$ cat config.mk
export PLATFORM = sky130hd
export DESIGN_NAME = csa_accum
export DESIGN_NICKNAME = d
export VERILOG_FILES = /design/src/rtl/csa_accum.sv
export SDC_FILE = /design/constraint.sdc
export NUM_CORES = 1
export LEC_CHECK = 0
export CAP_MARGIN = 10
export CORE_AREA = 4 4 100 111
export CTS_CLUSTER_DIAMETER = 50
export DETAILED_ROUTE_END_ITERATION = 12
export DIE_AREA = 0 0 104 115
export DONT_BUFFER_PORTS = 1
export GPL_TIMING_DRIVEN = 0
export REMOVE_ABC_BUFFERS = 1
export SYNTH_ARGS = -nofsm -noshare
export SYNTH_HDL_FRONTEND = slang
export SYNTH_HIERARCHICAL = 1
export SYNTH_SLANG_ARGS = --single-unit
export TNS_END_PERCENT = 50
$ cat constraint.sdc
create_clock -name clk -period 3.1 [get_ports clk]
set_clock_uncertainty 0.1 [all_clocks]
set_input_delay 0.155 -clock clk [delete_from_list [all_inputs] [get_ports clk]]
set_output_delay 0.155 -clock clk [all_outputs]
set_load 0.1 [all_outputs]
$ cat src/rtl/csa_accum.sv
// csa_accum: multi-operand accumulator holding its running total in carry-save form.
// A single carry-propagate add per group runs in a dedicated cycle, off the accumulate path.
module full_adder (
  input  logic a,
  input  logic b,
  input  logic ci,
  output logic s,
  output logic co
);
  assign s  = a ^ b ^ ci;
  assign co = (a & b) | (ci & (a ^ b));
endmodule

module csa_accum #(
  parameter int IN_W   = 16,
  parameter int ACC_W  = 24,
  parameter int SIGNED = 0,
  parameter int CNT_W  = 8
) (
  input  logic             clk,
  input  logic             rst_n,
  input  logic             in_valid,
  output logic             in_ready,
  input  logic [IN_W-1:0]  in_data,
  input  logic             in_last,
  output logic             out_valid,
  input  logic             out_ready,
  output logic [ACC_W-1:0] out_data,
  output logic [CNT_W-1:0] out_count
);
  typedef enum logic [1:0] {ACC, RES, OUT} state_t;
  state_t           r_state;
  logic [ACC_W-1:0] r_s, r_c, r_out_data;
  logic [CNT_W-1:0] r_cnt, r_out_count;
  logic [ACC_W-1:0] w_ext, w_cs, w_sum, w_car;
  assign w_ext = (SIGNED != 0) ? ACC_W'($signed(in_data)) : ACC_W'(in_data);
  assign w_cs  = r_c << 1;
  for (genvar i = 0; i < ACC_W; i++) begin : g_csa
    full_adder u_fa (.a(r_s[i]), .b(w_cs[i]), .ci(w_ext[i]), .s(w_sum[i]), .co(w_car[i]));
  end
  assign in_ready  = rst_n & (r_state == ACC);
  assign out_valid = (r_state == OUT);
  assign out_data  = r_out_data;
  assign out_count = r_out_count;
  always_ff @(posedge clk) begin
    if (!rst_n) begin
      r_state     <= ACC;
      r_s         <= '0;
      r_c         <= '0;
      r_cnt       <= '0;
      r_out_data  <= '0;
      r_out_count <= '0;
    end else begin
      case (r_state)
        ACC: if (in_valid) begin
          r_s   <= w_sum;
          r_c   <= w_car;
          r_cnt <= (&r_cnt) ? r_cnt : r_cnt + 1'b1;
          if (in_last) r_state <= RES;
        end
        RES: begin
          r_out_data  <= r_s + (r_c << 1);
          r_out_count <= r_cnt;
          r_state     <= OUT;
        end
        OUT: if (out_ready) begin
          r_s     <= '0;
          r_c     <= '0;
          r_cnt   <= '0;
          r_state <= ACC;
        end
        default: r_state <= ACC;
      endcase
    end
  end
endmodule

==> results.json <==
{
  "status": "completed",
  "worstSetupPathType": "flop to flop",
  "peakVddDrop_mv": 0.277,
  "dieArea_sq_um": 12000,
  "start_util": 0.492,
  "dr_wl_met2_microns": 4790,
  "power_density_nw_per_um2": 483,
  "crit_buf_inv": 1,
  "holdWs_ns": 0.0234,
  "async_reset_ff_frac": 0,
  "wl_met1_microns": 4650,
  "grt_usage": 0.179,
  "drt-vias-per-instance": 5.69,
  "die_h_microns": 115,
  "ios": 55,
  "yosysSeqAreaShare": 0.366,
  "ys_warn_count": 6,
  "core.rowCount": 38,
  "max_stage_delay_ns": 0.54,
  "syn_to_final_growth_pct": 8.28,
  "synth.avg_cell_area_sq_um": 9.25,
  "cts_tree": "yes",
  "numCtsBuffers": 9,
  "place.detailed.hpwl_microns": 7140,
  "tightestPinTransition_ns": 1.04,
  "top_layer": "met4",
  "finalSetupViolCount": 0,
  "post-cts-setup-buffer-count": 0,
  "synth_ff_type": "dfxtp_1",
  "hold_violations": 0,
  "synth_cells": 526,
  "cts_root_buf": "clkbuf_8",
  "power_mw": 2.55,
  "grt_max_degree": 72,
  "drive_gt1_frac": 0.0551,
  "dr_wl_met3_microns": 505,
  "start_kind": "flop",
  "port_buffers": 0,
  "clk_pin_slew_ns": 0.09,
  "holdCritPathClass": "primary input to flop",
  "rsz0062_at_grt": "false",
  "gp_congestion": 0.810,
  "core_area_sq_um": 9890,
  "overflow": 0,
  "synth_cell_types": 52,
  "timing.fmax_mhz": 348,
  "critPathTopFamily": "compound AO/OA/AOI/OAI gates",
  "finalCriticalPeriod_ns": 2.88,
  "min-delay-start": "in_data[0]",
  "slew_headroom": 0.305,
  "reg2reg_from": "r_s[1]",
  "grt_pass1_vias": 3578,
  "drcViolationCount": 0,
  "crit_path_end_kind": "flop",
  "worstSetupStartpoint": "r_s[1]",
  "drt.antenna.violating_nets": 0,
  "hold_buffers": 4,
  "cts_max_path_buffers": 2,
  "ctsHtreeMaxLevel": 3,
  "drt_iter0_drc": 113,
  "drv_cap": 0,
  "power.leakage_nw": 1.97,
  "fin_crit_sh": 0.928,
  "wire_per_inst_microns": 15.6,
  "cts_resized": 0,
  "ys_ff_latch": 89,
  "cpMaxStageDelayCell": "o31ai_1",
  "worstPathMaxFanout": 5,
  "die_x_microns": 104,
  "first_pass_iters": 4,
  "cts_sinks": 89,
  "critical_path_arrival_ns": 3.01,
  "clk_latency_ns": 0.36,
  "path_cells": "ha_1 -> inv_1 -> fa_1 -> nand2b_1 -> a21oi_1 -> a211oi_2 -> o31ai_1 -> a41oi_1 -> xor2_1 -> o21ai_0",
  "final_max_slew_viol_count": 0,
  "n_antenna_cell": 0,
  "antenna_found_initial": 0,
  "nets": 591,
  "synth_edf_count": 0,
  "grt_pass1_wl_microns": 17700,
  "syn_area_sq_um": 4860,
  "wirelength_microns": 10100,
  "cp.required_ns": 3.23,
  "num_vias": 3676
}
## through the flow
step                utilization  setup TNS (ns)  setup WS (ns)  cell area [sq um]  cells
floorplan                     -          -15.79         -0.336               4780    503
global placement          0.498          -98.28          -2.12               4930    623
detailed placement        0.504               0          0.292               4980    627
CTS                       0.533               0          0.265               5270    646
global route              0.533               0         0.0885               5270    646
finish                    0.533               0          0.223               5270    646
## synth_stat cells, drive strengths merged, types with 2 or more instances
cell,number,share of area
a211oi,3,0.0057
a21boi,13,0.020
a21oi,26,0.028
a22oi,47,0.073
a31oi,3,0.0039
a32o,2,0.0041
a41oi,3,0.0093
and2,13,0.017
and3,4,0.0051
buf,4,0.0033
clkbuf,27,0.021
dfxtp,89,0.37
fa,25,0.10
ha,23,0.059
inv,7,0.0054
mux2i,2,0.0041
nand2,65,0.050
nand2b,4,0.0051
nand3,7,0.0072
nand4,6,0.011
nand4b,2,0.0036
nor2,16,0.013
nor2b,50,0.064
nor3,3,0.0031
nor3b,2,0.0031
o211ai,2,0.0031
o21a,4,0.0062
o21ai,33,0.034
o22ai,2,0.0026
or3,3,0.0039
xnor2,14,0.025
xor2,9,0.016
## layer usage
| layer | vias up | track usage |
|---|---|---|
| met5 | - | 0 |
| met4 | 0 | 0.0567 |
| met3 | 12 | 0.0466 |
| met2 | 80 | 0.297 |
| met1 | 1762 | 0.230 |
| li1 | 1822 | - |
## cells in the final DEF, fill, tap and decap left out, drive strengths merged, types with 7 or more instances in the layout
cell type / synthesis / routed
o21ai: 33 / 33
conb: 1 / 9
a22oi: 47 / 47
clkbuf: 27 / 11
xnor2: 14 / 14
ha: 23 / 23
nand2: 65 / 65
nand3: 7 / 7
inv: 7 / 7
nor2: 16 / 16
a21boi: 13 / 13
xor2: 9 / 9
dfxtp: 89 / 89
nor2b: 50 / 50
fa: 25 / 25
a21oi: 26 / 26
and2: 13 / 13
## flip-flops by register name, indices dropped and copies added (netlist names)
signal     count
r_state        2
r_s           24
r_c           23
r_cnt          8
out_data      24
out_count      8
## worst paths after layout
check / end / slack, ns / cells past startpoint
worst max-delay path: out_data[17] / 0.22 / 10
worst min-delay path: r_s[0] / 0.02 / 3
worst max register to register: out_data[17] / 0.22 / 10
worst min register to register: out_count[5] / 0.40 / 2
## tightest hold or removal path: cells and delay by family
kind | cells | cell delay [ns]
adders and majority gates | 1 | 0.13
and+or+nand+nor | 1 | 0.10
AOI/OAI and AO/OA | 1 | 0.06
## report_power, final
group	internal, mW	leakage, nW	switching [mW]
combinational	0.147	1.14	0.194
clock	0.495	0.112	0.410
sequential	1.19	0.723	0.108
## cell type report
type	count	area, sq um
Clock buffer	11	151
Clock inverter	4	76.3
Fill cell	931	4620
Inverter	7	26.3
Multi-Input combinational cell	407	2980
Sequential cell	89	1780
Tap cell	120	150
Timing Repair Buffer	8	103
## kinds of logic (layout without fill, tap and decap cells)
| family | Yosys count | in the layout | share of synthesized area |
|---|---|---|---|
| AOI/OAI and AO/OA | 147 | 147 | 0.205 |
| xor gates and xnor gates | 23 | 23 | 0.0414 |
| and+or+nand+nor | 178 | 178 | 0.191 |
| buffers and inverters | 38 | 30 | 0.0296 |
| other | 1 | 9 | 0.000771 |
| DFF | 89 | 89 | 0.366 |
| muxes | 2 | 2 | 0.00412 |
| adders and majority gates | 48 | 48 | 0.162 |
Note: power is estimated with default switching activity, not from simulation.
